$ cat src/rtl/prgrom_load_arb.sv
// -----------------------------------------------------------------------------
// prgrom_load_arb
//
// Arbitrates the program ROM port between the CPU instruction fetch and a
// byte-serial program loader.
//
// In normal operation (RUN) the CPU fetch address passes straight through to
// the ROM.
//
// When load_req rises (edge re-armed), the block does the following:
//   - stalls the CPU for one drain cycle;
//   - collects loader bytes into little-endian 32-bit words;
//   - writes each completed word at an incrementing address.
//
// When load_req falls, any partial word is zero-padded and written. The block
// then signals completion, which also requests a CPU restart at PC 0.
//
// Optional feature macro: PRGROM_LOAD_CHECKSUM_EN
//   When defined, adds a 32-bit `checksum` output. It holds the mod-2^32 sum
//   of all words written during the current or last load.
//
// Parameters
//   ADDR_W   ROM word-address width
//   WORDS    ROM capacity in words (a load stops once this many are written)
//
// Ports
//   clock          rising-edge clock
//   reset          synchronous, active-high reset
//   load_req       level request for program-load mode
//   byte_valid     loader byte valid
//   byte_data      loader byte
//   byte_ready     block accepts a byte this cycle
//   cpu_rom_adr    CPU fetch word address
//   rom_adr        ROM address port
//   rom_wdata      ROM write data
//   rom_we         ROM write enable
//   cpu_stall      freezes CPU PC and writeback
//   cpu_reset_req  forces CPU restart at PC 0
//   load_done      one-cycle completion pulse
//   word_count     words written in the current or last load
//   checksum       (PRGROM_LOAD_CHECKSUM_EN only) sum of written words
// -----------------------------------------------------------------------------
module prgrom_load_arb #(
  parameter int ADDR_W = 14,
  parameter int WORDS  = 16384
) (
  input  logic              clock,
  input  logic              reset,
  input  logic              load_req,
  input  logic              byte_valid,
  input  logic [7:0]        byte_data,
  output logic              byte_ready,
  input  logic [ADDR_W-1:0] cpu_rom_adr,
  output logic [ADDR_W-1:0] rom_adr,
  output logic [31:0]       rom_wdata,
  output logic              rom_we,
  output logic              cpu_stall,
  output logic              cpu_reset_req,
  output logic              load_done,
  output logic [ADDR_W:0]   word_count
`ifdef PRGROM_LOAD_CHECKSUM_EN
  ,
  output logic [31:0]       checksum
`endif
);

  typedef enum logic [2:0] {
    ST_RUN     = 3'd0,
    ST_DRAIN   = 3'd1,
    ST_COLLECT = 3'd2,
    ST_WRITE   = 3'd3,
    ST_DONE    = 3'd4
  } state_e;

  localparam logic [ADDR_W-1:0] PTR_ONE = ADDR_W'(1);
  localparam logic [ADDR_W:0]   WC_ONE  = (ADDR_W + 1)'(1);
  localparam logic [ADDR_W:0]   WORDS_C = (ADDR_W + 1)'(WORDS);

  // Merge a byte into lane `lane` of a word; the first byte lands in [7:0].
  function automatic logic [31:0] pack_byte(input logic [31:0] word,
                                            input logic [1:0]  lane,
                                            input logic [7:0]  data);
    logic [31:0] res;
    res = word;
    case (lane)
      2'd0:    res[7:0]   = data;
      2'd1:    res[15:8]  = data;
      2'd2:    res[23:16] = data;
      2'd3:    res[31:24] = data;
      default: res        = word;
    endcase
    return res;
  endfunction

  state_e            state_q, state_d;
  logic [ADDR_W-1:0] ptr_q, ptr_d;
  logic [1:0]        byte_cnt_q, byte_cnt_d;
  logic [31:0]       asm_q, asm_d;
  logic [ADDR_W:0]   word_count_q, word_count_d;
  logic              armed_q, armed_d;
  // Set when the word being written is the last one of this load because
  // load_req already fell.
  logic              finish_q, finish_d;
  logic              accept_s;
  logic [ADDR_W:0]   wc_inc_s;
`ifdef PRGROM_LOAD_CHECKSUM_EN
  logic [31:0]       checksum_q, checksum_d;
`endif

  assign accept_s = (state_q == ST_COLLECT) && byte_valid;
  assign wc_inc_s = word_count_q + WC_ONE;

  // State register and datapath registers.
  always_ff @(posedge clock) begin
    if (reset) begin
      state_q      <= ST_RUN;
      ptr_q        <= '0;
      byte_cnt_q   <= 2'd0;
      asm_q        <= 32'd0;
      word_count_q <= '0;
      armed_q      <= 1'b1;
      finish_q     <= 1'b0;
`ifdef PRGROM_LOAD_CHECKSUM_EN
      checksum_q   <= 32'd0;
`endif
    end else begin
      state_q      <= state_d;
      ptr_q        <= ptr_d;
      byte_cnt_q   <= byte_cnt_d;
      asm_q        <= asm_d;
      word_count_q <= word_count_d;
      armed_q      <= armed_d;
      finish_q     <= finish_d;
`ifdef PRGROM_LOAD_CHECKSUM_EN
      checksum_q   <= checksum_d;
`endif
    end
  end

  // Next-state and datapath update logic.
  always_comb begin
    state_d      = state_q;
    ptr_d        = ptr_q;
    byte_cnt_d   = byte_cnt_q;
    asm_d        = asm_q;
    word_count_d = word_count_q;
    finish_d     = finish_q;
`ifdef PRGROM_LOAD_CHECKSUM_EN
    checksum_d   = checksum_q;
`endif
    // Any cycle with load_req low re-arms the start edge. The arm is consumed
    // when a load starts, so a request held through DONE cannot restart.
    armed_d      = armed_q | ~load_req;

    case (state_q)
      ST_RUN: begin
        if (load_req && armed_q) begin
          state_d      = ST_DRAIN;
          armed_d      = 1'b0;
          ptr_d        = '0;
          byte_cnt_d   = 2'd0;
          asm_d        = 32'd0;
          word_count_d = '0;
          finish_d     = 1'b0;
`ifdef PRGROM_LOAD_CHECKSUM_EN
          checksum_d   = 32'd0;
`endif
        end else begin
          state_d = ST_RUN;
        end
      end

      // One stall cycle lets the CPU's in-flight fetch complete.
      ST_DRAIN: begin
        state_d = ST_COLLECT;
      end

      ST_COLLECT: begin
        if (accept_s) begin
          asm_d      = pack_byte(asm_q, byte_cnt_q, byte_data);
          byte_cnt_d = byte_cnt_q + 2'd1;
        end else begin
          asm_d      = asm_q;
          byte_cnt_d = byte_cnt_q;
        end
        // The byte is taken first, then the fall of load_req is evaluated
        // against the updated byte count.
        if (accept_s && (byte_cnt_q == 2'd3)) begin
          state_d  = ST_WRITE;
          finish_d = ~load_req;
        end else if (!load_req) begin
          if (accept_s || (byte_cnt_q != 2'd0)) begin
            state_d  = ST_WRITE;
            finish_d = 1'b1;
          end else begin
            state_d = ST_DONE;
          end
        end else begin
          state_d = ST_COLLECT;
        end
      end

      // Bytes above the collected count are still zero, which gives the pad.
      ST_WRITE: begin
        ptr_d        = ptr_q + PTR_ONE;
        word_count_d = wc_inc_s;
        asm_d        = 32'd0;
        byte_cnt_d   = 2'd0;
        finish_d     = 1'b0;
`ifdef PRGROM_LOAD_CHECKSUM_EN
        checksum_d   = checksum_q + asm_q;
`endif
        if (finish_q || (wc_inc_s == WORDS_C)) begin
          state_d = ST_DONE;
        end else begin
          state_d = ST_COLLECT;
        end
      end

      ST_DONE: begin
        state_d = ST_RUN;
      end

      default: begin
        state_d = ST_RUN;
      end
    endcase
  end

  // Output decode from the registered state.
  always_comb begin
    rom_adr       = cpu_rom_adr;
    rom_wdata     = asm_q;
    rom_we        = 1'b0;
    cpu_stall     = 1'b0;
    byte_ready    = 1'b0;
    load_done     = 1'b0;
    cpu_reset_req = 1'b0;
    case (state_q)
      ST_RUN: begin
        cpu_stall = 1'b0;
      end
      ST_DRAIN: begin
        cpu_stall = 1'b1;
      end
      ST_COLLECT: begin
        cpu_stall  = 1'b1;
        byte_ready = 1'b1;
      end
      ST_WRITE: begin
        cpu_stall = 1'b1;
        rom_we    = 1'b1;
        rom_adr   = ptr_q;
      end
      ST_DONE: begin
        cpu_stall     = 1'b1;
        load_done     = 1'b1;
        cpu_reset_req = 1'b1;
      end
      default: begin
        cpu_stall = 1'b0;
      end
    endcase
  end

  assign word_count = word_count_q;
`ifdef PRGROM_LOAD_CHECKSUM_EN
  assign checksum   = checksum_q;
`endif

endmodule

$ cat config.mk
export PLATFORM = sky130hd
export DESIGN_NAME = prgrom_load_arb
export DESIGN_NICKNAME = d
export VERILOG_FILES = /design/src/rtl/prgrom_load_arb.sv
export SDC_FILE = /design/constraint.sdc
export NUM_CORES = 1
export LEC_CHECK = 0
export ABC_AREA = 1
export BUFFER_PORTS_ARGS = -buffer_cell sky130_fd_sc_hd__buf_2
export CAP_MARGIN = 10
export CORE_ASPECT_RATIO = 1.2
export CORE_MARGIN = 4
export CORE_UTILIZATION = 40
export CTS_CLUSTER_SIZE = 24
export DETAILED_ROUTE_END_ITERATION = 12
export GPL_TIMING_DRIVEN = 0
export PLACE_DENSITY = 0.7
export SYNTH_ARGS = -nofsm -noshare
export SYNTH_HDL_FRONTEND = slang
export SYNTH_SLANG_ARGS = --single-unit
$ cat constraint.sdc
create_clock -name clock -period 1.6 [get_ports clock]
set_input_delay 0.32 -clock clock [delete_from_list [all_inputs] [get_ports clock]]
set_output_delay 0.32 -clock clock [all_outputs]
set_load 0.05 [all_outputs]
; After elaboration in Yosys (flattened, before gate mapping)
; Index checks and enable logic that the tools add are counted.
[word_totals]
n_memories = 0
romBits = 0
latchBits = 0
mem_bits_rw = 0
reg_bits = 68
out_inout_bits = 66
[classes]
n_eq_ne = 16
addsub = 3
bitwise = 2
multipliers = 0
n_mux = 32
n_shift = 0
n_reduce_logical = 18
order_cmp = 0
div = 0
[op_table]
columns = cell, count
row1 = $pmux W32 S3, 1
row2 = $mux W32, 2
row3 = $mux W8, 4
row4 = $pmux W15 S2, 1
row5 = $mux W14, 2
row6 = $pmux W14 S2, 1
row7 = $reduce_and A4 Y1, 5
row8 = $add A15 B1 Y15 const B, 1
row9 = $eq A15 B15 Y1 const B, 1
row10 = $mux W15, 1
row11 = $add A14 B1 Y14 const B, 1
row12 = $mux W3, 4
row13 = $pmux W3 S4, 1
row14 = $mux W1, 11
row15 = $ne A2 B1 Y1 const B, 4
row16 = $eq A3 B2 Y1 const B, 2
row17 = $pmux W2 S3, 1
row18 = $eq A2 B2 Y1 const B, 2
row19 = $mux W2, 2
row20 = $ne A2 B2 Y1 const B, 2
row21 = $reduce_bool A2 Y1, 2
row22 = $reduce_or A4 Y1, 1
row23 = $eq A3 B1 Y1 const B, 1
row24 = $eq A3 B3 Y1 const B, 1
row25 = 14 further kinds, 17

; Depth between registers and ports, before layout
; Gate-level depths: netlist of the first run.
[logic_depth]
depth_word = 7
ltp_mapped = 13

; Worst setup path after synthesis of the first run
; OpenSTA, ideal clock, no wires.
[synth_path]
path_type = reg-to-output
startpoint = register state_q[1]
endpoint = output port rom_adr[13]
path_stages_with_launch = 6
t_required_ps = 1280
n_path_buf = 1
arrival_time_ps = 1972
slack_ps = -692
cell_sequence = dfxtp_1 > inv_1 > nor2_4 > nand2_2 > clkbuf_1 > o21ai_0
[synth_via]
elab_chain_cells = 2
[synth_rtl]
columns = element, line
row1 = start: declaration, 95  ; state_e state_q, state_d;
row2 = start signal: assignment, 127  ; state_q <= state_d;
row3 = $eq A3 B2 Y1, 239  ; case (state_q)
row4 = $mux W14, 239
row5 = end: declaration, 54  ; output logic [ADDR_W-1:0] rom_adr,
; No other way between the ends.

; Final worst setup path of the first run
[layout_path]
startpoint = register state_q[1]
endpoint = output port rom_adr[0]
; Same word-level chain as after synthesis.

==> flow_summary_export.csv, run 1 <==
group,metric,value,unit
outcome,status,"complete, but fails checks",
outcome,violations,"setup timing",
clock_network,cts_hold_buffers,0,
run,cap_violations,0,
global_routing,gr-usage-all-layers,0.213,
placed_design,dp_slack,-0.232,ns
power_and_ir_drop,seqPwrFrac,0.392,
placed_design,post_dp_cell_area,4250,um^2
sta,finalCritPeriodShare,1.14,
worst_setup_path,worstSetupPathType,"reg2out",
routing,finalWirelength,10700,um
worst_setup_path,start_kind,"register",
worst_setup_path,path_max_fanout,8,
floorplanning,die_width,93.2,um
worst_setup_path,crit_path_top_delay_cell,"dfxtp_4",
sta,layout_setup_ws,-0.225,ns
sta,slew_headroom,0.589,
routing,viasPerCell,5.07,
worst_setup_path,reg2reg_from,"word_count[0]",
worst_setup_path,path_cells,"inv_4 -> nor2_4 -> nand2_4 -> clkinv_4 -> buf_12 -> nor2_4 -> nor2_4 -> buf_6",
worst_setup_path,r2r_cells,14,
clock_network,cts_made_buffers,9,
finish,final_cell_mix,"nand2_1 (103), buf_2 (73), nor2_1 (49), dfxtp_1 (49), a21oi_1 (47)",
yosys,syn_area_per_cell,6.95,um^2
floorplanning,core-area,8520,um^2
yosys,synth_cell_types,39,
worst_setup_path,cpPeakStageDelay,0.35,ns
power_and_ir_drop,p_sw_frac,0.345,
floorplanning,num_rows,37,
clock_network,cts_sinks,68,
worst_setup_path,path_buf_inv,4,
sta,tightest_slew,0.617,ns
worst_setup_path,cp_common_cell,"nor2_4",
power_and_ir_drop,p_leak,2.26,nW
sta,setup_viol,39,
worst_setup_path,cp-end-kind,"output port",
floorplanning,initial_core_util,0.409,
yosys,yosysWarnings,0,
finish,final_common_cell,"nand2_1",
power_and_ir_drop,p_switching,1.65,mW
worst_setup_path,crit_family,"buffers and inverters",
finish,n_antenna_cell,0,
routing,vias,3844,
worst_setup_path,cp.arrival,1.50,ns
worst_setup_path,critPathCapture,"rom_adr[0]",
yosys,synth_seq_cells,68,
routing,drtIter0Drc,178,
clock_network,cts_root_buffer,"clkbuf_8",
power_and_ir_drop,internal_power,3.13,mW
finish,drive_gt1_frac,0.393,
global_routing,grt_pass1_wl,17300,um
sta,slew_viol_final,0,
power_and_ir_drop,p_comb_frac,0.278,
placed_design,portBuffers,91,
sta,fin_crit,1.82,ns
floorplanning,die_h,110,um
floorplanning,dieArea,10300,um^2
floorplanning,io_pins,92,
worst_setup_path,regToRegSetupSlack,-0.11,ns
sta,fmaxAchievable,0.548,GHz
global_routing,grt_pass1_vias,3750,
routing,post_drt_wl_per_cell,14.2,um
global_routing,grt_remaining_overflow,0,
min_path,hp-class,"in2reg",
power_and_ir_drop,power_density,930,nW/um^2
yosys,syn_area,3480,um^2
clock_network,cts.path.max_buffers,2,
power_and_ir_drop,ir_drop,0.746,mV
routing,postRouteAntennaNets,0,
sta,tns,-4.30,ns
yosys,synthCells,501,
finish,design_area,5140,um^2
power_and_ir_drop,p_clk_frac,0.330,
finish,area_delta_synth_final,47.6,%
yosys,yosysSeqAreaShare,0.391,
routing,drc,0,
placed_design,hpwl,7320,um
placed_design,gp_congestion,0.840,
worst_setup_path,r2r-end,"state_q[2]",
global_routing,antenna_found_initial,0,
clock_network,clkLatencyLatePin,0.35,ns
finish,nets,669,
sta,hold_viol_final,0,
routing,drtPass1Iterations,7,
worst_setup_path,startpoint,"state_q[1]",
sta,finClkSkew,0.00753,ns
sta,rsz0062_at_grt,"yes",
clock_network,cts_tree,"yes",
clock_network,cts-htree-levels,3,
worst_setup_path,cp_num_cells,8,
worst_setup_path,critPathRequiredTime,1.28,ns
clock_network,clkTransAtPathRegs,0.07,ns
yosys,syn_nets,534,
global_routing,grt_max_degree,12,
-- cells by family (layout without fill, tap and decap cells) --
logic type,count (synthesis),after routing,share of synthesized area
simple gates,234,234,0.303
compound gates,115,115,0.178
buf+inv,73,213,0.0931
flops,68,68,0.391
fa+ha+maj,7,7,0.0252
xor+xnor,4,4,0.0101
-- state kept, by name, indices dropped and copies added (netlist names) --
signal,cells
rom_wdata,32
armed_q,1
ptr_q,14
finish_q,1
state_q,3
byte_cnt_q,2
word_count,15
-- worst min-delay path by stage --
| stage | start | to | slack (ns) | cells after the start |
|---|---|---|---|---|
| 4_1_cts | load_req | armed_q | 0.21 | 2 |
| 3_3_place_gp | finish_q | finish_q | 0.45 | 2 |
| 3_5_place_dp | ptr_q[6] | ptr_q[6] | 0.46 | 2 |
| 2_1_floorplan | load_req | armed_q | 0.40 | 1 |
| 5_1_grt | load_req | armed_q | 0.23 | 2 |
| 6_report | load_req | armed_q | 0.21 | 2 |
-- metrics by stage --
step                hold slack (ns)  cells  power, mW   util
finish                        0.211    758       4.77  0.603
CTS                           0.208    747       4.73  0.580
detailed placement            0.457    709       3.07  0.499
global route                  0.227    758       4.98  0.603
global placement              0.449    709       3.06  0.499
floorplan                     0.404    501       2.79      -
-- Yosys cell counts, drive strengths merged --
| master | count | area (um^2) |
|---|---|---|
| a31oi | 1 | 6.26 |
| clkinv | 1 | 3.75 |
| nand2 | 134 | 523 |
| o21bai | 2 | 15.0 |
| clkbuf | 8 | 30.0 |
| a221oi | 1 | 8.76 |
| nand3b | 1 | 7.51 |
| o211ai | 1 | 7.51 |
| inv | 52 | 195 |
| nor4 | 2 | 18.8 |
| nor2 | 67 | 327 |
| nor3 | 2 | 15.0 |
| dfxtp | 68 | 1360 |
| buf | 12 | 95.1 |
| nand4 | 9 | 62.6 |
| ha | 7 | 87.6 |
| nand3 | 19 | 100 |
| a21oi | 53 | 280 |
| o21ai | 53 | 269 |
| a211oi | 2 | 15.0 |
| xor2 | 3 | 26.3 |
| xnor2 | 1 | 8.76 |
| o221ai | 2 | 17.5 |
-- repair_timing --
action / 4_1_cts / 5_1_grt
pin swaps: 22 / 28
buffers inserted: 20 / 13
endpoints found under the hold margin: 0 / 0
resized for setup: 89 / 29
gates cloned: 2 / 0
setup endpoints to repair: 37 / 66
-- cell type report --
cell class              instances  area, um^2
multi-input cells             360        2080
repair buffers                124         893
flip-flops and latches         68        1400
plain buffers                  20         188
well taps                     117         146
inverters                      53         210
clock inverters                 4        72.6
fillers                       785        3380
clock buffers                  12         145
-- power by group through the flow --
stage	Combinational [mW]	Clock (mW)	Sequential (mW)
finish	1.33	1.57	1.87
global route	1.41	1.68	1.88
CTS	1.26	1.59	1.87
detailed placement	1.17	0	1.91
global placement	1.15	0	1.91
floorplan	0.500	0	2.29
-- metal layers --
| layer | GRT usage | share of wire | up-vias |
|---|---|---|---|
| met4 | 0.0838 | 0.018 | 0 |
| met3 | 0.0516 | 0.069 | 17 |
| li1 | - | - | 1898 |
| met1 | 0.240 | 0.41 | 1793 |
| met5 | 0 | 0 | - |
| met2 | 0.387 | 0.50 | 136 |
No activity file was read; power rests on OpenSTA's default activity.
==> run 2, diff against run 1 <==
- REMOVE_ABC_BUFFERS: default -> 1
==> run 2 against run 1 <==
Effect of this change:
- the flow still finishes with violations (setup timing)
- highest routed layer is now met5
- maximum frequency decreased by 1.0%
- largest cell class unchanged
- sequential cell count unchanged
- critical path depth unchanged
- global-route usage decreased by 1.1 points
==> flow_summary_export.csv, run 2 (synthesis results as in run 1) <==
group,metric,value,unit
outcome,status,"complete, but fails checks",
outcome,violations,"setup timing",
routing,drtIter0Drc,163,
sta,tightest_slew,0.493,ns
sta,layout_setup_ws,-0.244,ns
placed_design,portBuffers,91,
worst_setup_path,crit_path_top_delay_cell,"dfxtp_2",
placed_design,gp_congestion,0.826,
clock_network,cts-htree-levels,3,
finish,ff_latch_area,1390,um^2
finish,final_cell_mix,"nand2_1 (107), buf_2 (71), dfxtp_1 (58)",
finish,n_antenna_cell,0,
floorplanning,die_width,93.2,um
clock_network,cts.path.max_buffers,2,
worst_setup_path,cp_common_cell,"nor2_4",
routing,finalWirelength,11800,um
global_routing,gr-usage-all-layers,0.202,
routing,post_drt_wl_per_cell,15.5,um
clock_network,clkLatencyLatePin,0.35,ns
power_and_ir_drop,seqPwrFrac,0.349,
worst_setup_path,start_kind,"register",
worst_setup_path,path_max_fanout,7,
min_path,hp-class,"in2reg",
routing,postRouteAntennaNets,0,
floorplanning,core-area,8520,um^2
finish,fillCellCount,728,
sta,fmaxAchievable,0.542,GHz
power_and_ir_drop,ir_drop,0.769,mV
worst_setup_path,cp.arrival,1.52,ns
worst_setup_path,worstSetupPathType,"reg2out",
floorplanning,io_pins,92,
finish,largest_reg_flops,32,
placed_design,hpwl,6110,um
clock_network,cts_made_buffers,9,
clock_network,cts_hold_buffers,0,
worst_setup_path,critPathRequiredTime,1.28,ns
global_routing,antenna_found_initial,1,
finish,nets,672,
power_and_ir_drop,p_comb_frac,0.295,
floorplanning,die_h,110,um
floorplanning,initial_core_util,0.409,
finish,multiInputGateArea,2160,um^2
global_routing,grt_remaining_overflow,0,
finish,final_common_cell,"nand2_1",
worst_setup_path,crit_family,"buffers and inverters",
routing,viasPerCell,5.14,
sta,hold_viol_final,0,
sta,tns,-8.56,ns
worst_setup_path,path_buf_inv,4,
finish,utilization,0.635,
sta,setup_viol,60,
power_and_ir_drop,p_leak,2.36,nW
sta,fin_crit,1.84,ns
worst_setup_path,regToRegSetupSlack,-0.18,ns
routing,vias,3910,
clock_network,cts_root_buffer,"clkbuf_8",
run,cap_violations,0,
clock_network,cts_tree,"yes",
floorplanning,dieArea,10300,um^2
global_routing,grt_pass1_wl,16400,um
sta,slew_headroom,0.671,
worst_setup_path,path_cells,"inv_2 -> nor2_4 -> buf_12 -> nand2_8 -> clkinv_8 -> nor2_4 -> nor2_2 -> buf_6",
power_and_ir_drop,p_clk_frac,0.356,
worst_setup_path,cp-end-kind,"output port",
global_routing,grt_pass1_vias,3503,
worst_setup_path,cpPeakStageDelay,0.37,ns
sta,finClkSkew,0.0107,ns
finish,drive_gt1_frac,0.421,
sta,slew_viol_final,0,
sta,rsz0062_at_grt,"yes",
power_and_ir_drop,p_sw_frac,0.333,
global_routing,grt_max_degree,41,
routing,drc,0,
sta,finalCritPeriodShare,1.15,
power_and_ir_drop,p_switching,1.80,mW
routing,drtPass1Iterations,4,
power_and_ir_drop,finalPower,5.40,mW
power_and_ir_drop,internal_power,3.60,mW
floorplanning,num_rows,37,
power_and_ir_drop,power_density,999,nW/um^2
clock_network,cts_sinks,68,
finish,area_delta_synth_final,55.4,%
clock_network,clkTransAtPathRegs,0.07,ns
-- run 2: cell count changes in the layout (fill, tap and decap cells not counted), moves of 6 or more --
cell | before | now
o21ai_1 | 4 | 34
o21ai_0 | 37 | 11
nor2_1 | 49 | 34
dfxtp_1 | 49 | 58
nor2_2 | 5 | 14
clkbuf_1 | 8 | 0
dfxtp_2 | 12 | 5
o21ai_4 | 8 | 1
buf_12 | 3 | 9
nor2_4 | 13 | 19
-- run 2: power by group through the flow --
stage | registers, mW | clock network [mW] | logic, mW
2_1_floorplan | 2.29 | 0 | 0.413
3_3_place_gp | 1.91 | 0 | 1.06
3_5_place_dp | 1.91 | 0 | 1.07
4_1_cts | 1.88 | 1.96 | 1.39
5_1_grt | 1.90 | 2.03 | 1.68
6_report | 1.88 | 1.92 | 1.60
-- run 2: routing by layer --
layer / part of all wire / GRT usage
met1: 0.39 / 0.228
met2: 0.50 / 0.361
met3: 0.065 / 0.0652
met4: 0.035 / 0.0670
met5: 0.0010 / 0
-- run 2: per-stage QoR --
stage,cell area (um^2),hold WS (ns),std cells,setup slack [ns]
3_5_place_dp,3960,0.461,689,-1.23
3_3_place_gp,3960,0.451,689,-1.22
6_report,5410,0.254,761,-0.244
2_1_floorplan,3360,0.382,481,-0.932
4_1_cts,4900,0.197,740,-0.260
5_1_grt,5410,0.252,761,-0.289
-- run 2: timing repair --
item,4_1_cts,5_1_grt
gates resized for setup,113,102
buffers inserted,30,17
endpoints found under the setup margin,82,70
pin swaps,10,33
gates cloned,5,4
endpoints found under the hold margin,0,0
-- run 2: final cells by class --
cell class / count / area share
clock buffers: 10 / 0.0254
clock inverters: 6 / 0.0248
inverters: 53 / 0.0433
multi-input cells: 362 / 0.399
flip-flops and latches: 68 / 0.256
well taps: 117 / 0.0271
repair buffers: 141 / 0.220
repair inverters: 4 / 0.00509
-- run 2: worst paths after layout --
check | startpoint | endpoint | cells after the start
min | load_req | armed_q | 2
min reg2reg | ptr_q[6] | ptr_q[6] | 2
max | state_q[1] | rom_adr[0] | 8
max reg2reg | state_q[1] | finish_q | 13
==> run 3, diff against run 2 <==
- BUFFER_PORTS_ARGS: -buffer_cell sky130_fd_sc_hd__buf_2 -> -buffer_cell sky130_fd_sc_hd__clkbuf_2
- RECOVER_POWER: default -> 100
==> run 3 against run 2 <==
Effect of this change:
- the flow still finishes with violations (setup timing)
- sequential share of layout area up 0.31 points
- first-iteration DRC count up 8.6%
- combinational power is 7% lower
- clock skew down 0.0012 ns
- total power decreased by 8.1%
- final area decreased by 0.67%
- setup slack worse by 0.0062 ns
- clock-buffer cell count rose by 1
- largest power group is now sequential cells
==> flow_summary_export.csv, run 3 (synthesis results as in run 1) <==
group,metric,value,unit
power_and_ir_drop,ir_drop,0.791,mV
min_path,min-delay-start,"load_req",
sta,finClkSkew,0.00948,ns
power_and_ir_drop,power_density,925,nW/um^2
outcome,violations,"setup timing",
worst_setup_path,cp_common_cell,"nor2_4",
worst_setup_path,regToRegSetupSlack,-0.20,ns
sta,layout_setup_ws,-0.250,ns
min_path,min_path_cells,2,
worst_setup_path,r2r-end,"state_q[2]",
global_routing,gr-usage-all-layers,0.212,
placed_design,portBuffers,91,
global_routing,grt_max_degree,31,
routing,post_drt_wl_per_cell,15.6,um
sta,finalCritPeriodShare,1.16,
clock_network,clkTransAtPathRegs,0.07,ns
finish,largest_reg_flops,32,
clock_network,cts_root_buffer,"clkbuf_8",
global_routing,grt_pass1_vias,3652,
placed_design,gp_congestion,0.825,
worst_setup_path,reg2reg_from,"word_count[1]",
finish,area_delta_synth_final,54.3,%
routing,viasPerCell,5.15,
finish,utilization,0.631,
placed_design,dp_slack,-1.24,ns
worst_setup_path,critPathRequiredTime,1.28,ns
finish,drive_gt1_frac,0.436,
global_routing,antenna_found_initial,0,
worst_setup_path,path_cells,"inv_4 -> nor2_4 -> buf_12 -> nand2_8 -> clkinv_8 -> nor2_4 -> nor2_2 -> buf_8",
clock_network,cts_sinks,68,
worst_setup_path,start_kind,"register",
min_path,hp-class,"in2reg",
outcome,status,"complete, but fails checks",
routing,drtIter0Drc,177,
sta,slew_headroom,0.649,
worst_setup_path,r2r_cells,14,
floorplanning,dieArea,10300,um^2
finish,final_cell_mix,"nand2_1 (100), clkbuf_2 (71), dfxtp_1 (54)",
run,cap_violations,0,
sta,fmaxAchievable,0.541,GHz
routing,postRouteAntennaNets,0,
worst_setup_path,cp-end-kind,"output port",
worst_setup_path,cpPeakStageDelay,0.37,ns
worst_setup_path,cp.arrival,1.53,ns
sta,setup_viol,55,
worst_setup_path,crit_path_top_delay_cell,"dfxtp_4",
worst_setup_path,worstSetupPathType,"reg2out",
placed_design,hpwl,6220,um
finish,n_antenna_cell,0,
min_path,min_to,"armed_q",
routing,finalWirelength,11900,um
sta,rsz0062_at_grt,"yes",
sta,slew_viol_final,0,
routing,vias,3946,
sta,fin_crit,1.85,ns
clock_network,cts_made_buffers,9,
finish,nets,677,
floorplanning,num_rows,37,
floorplanning,die_width,93.2,um
global_routing,grt_remaining_overflow,0,
clock_network,cts-htree-levels,3,
global_routing,grt_pass1_wl,17200,um
floorplanning,core-area,8520,um^2
sta,hold_viol_final,0,
clock_network,clkLatencyLatePin,0.35,ns
clock_network,cts_tree,"yes",
power_and_ir_drop,p_leak,2.29,nW
floorplanning,io_pins,92,
sta,tightest_slew,0.527,ns
clock_network,cts.path.max_buffers,2,
power_and_ir_drop,finalPower,4.97,mW
floorplanning,die_h,110,um
routing,drtPass1Iterations,5,
routing,drc,0,
worst_setup_path,path_max_fanout,8,
clock_network,cts_hold_buffers,0,
floorplanning,initial_core_util,0.409,
finish,final_common_cell,"nand2_1",
==> run 3: power breakdown <==
part	internal, mW	switching, mW
Sequential	1.81	0.0862
Combinational	0.483	1.01
Clock	0.913	0.671
==> run 3: what timing repair did <==
action | 4_1_cts | 5_1_grt
setup endpoints to repair | 82 | 67
pin swaps | 20 | 38
buffers inserted | 36 | 19
cloned | 7 | 3
gates resized for setup | 117 | 114
==> run 3: metal layers <==
metal,vias up,part of all wire,global-route usage
li1,1923,-,-
met1,1832,0.39,0.243
met2,156,0.51,0.387
met3,35,0.072,0.0523
met4,0,0.031,0.0691
met5,-,0,0
==> run 3: worst max path at each step <==
stage                           from    endpoint  slack [ns]
after floorplan           state_q[1]  rom_adr[7]       -0.93
after global placement    state_q[1]  rom_adr[7]       -1.27
after detailed placement  state_q[1]  rom_adr[7]       -1.24
after CTS                 state_q[1]  rom_adr[0]       -0.29
after global routing      state_q[1]  rom_adr[0]       -0.29
final                     state_q[1]  rom_adr[0]       -0.25
==> run 3: cell type report <==
type | instances | area (um^2)
Timing Repair Buffer | 143 | 1160
Timing Repair inverter | 6 | 53.8
Fill cell | 726 | 3150
Inverter | 53 | 231
Clock buffer | 11 | 141
Tap cell | 117 | 146
Clock inverter | 5 | 75.1
Multi-Input combinational cell | 363 | 2170
Sequential cell | 68 | 1390
==> run 3: stage by stage <==
| step | hold slack (ns) | cells | setup TNS [ns] | cell area (um^2) |
|---|---|---|---|---|
| 2_1_floorplan | 0.382 | 481 | -26.15 | 3360 |
| 3_3_place_gp | 0.451 | 689 | -47.93 | 3960 |
| 3_5_place_dp | 0.460 | 689 | -48.95 | 3960 |
| 4_1_cts | 0.207 | 748 | -5.49 | 4940 |
| 5_1_grt | 0.286 | 766 | -10.24 | 5370 |
| 6_report | 0.260 | 766 | -6.44 | 5370 |
==> run 3: worst max-delay path: cells and delay by family, from the launching register on <==
kind / cells / cell delay [ns]
DFF: 1 / 0.37
and+or+nand+nor: 4 / 0.35
buffers and inverters: 4 / 0.46
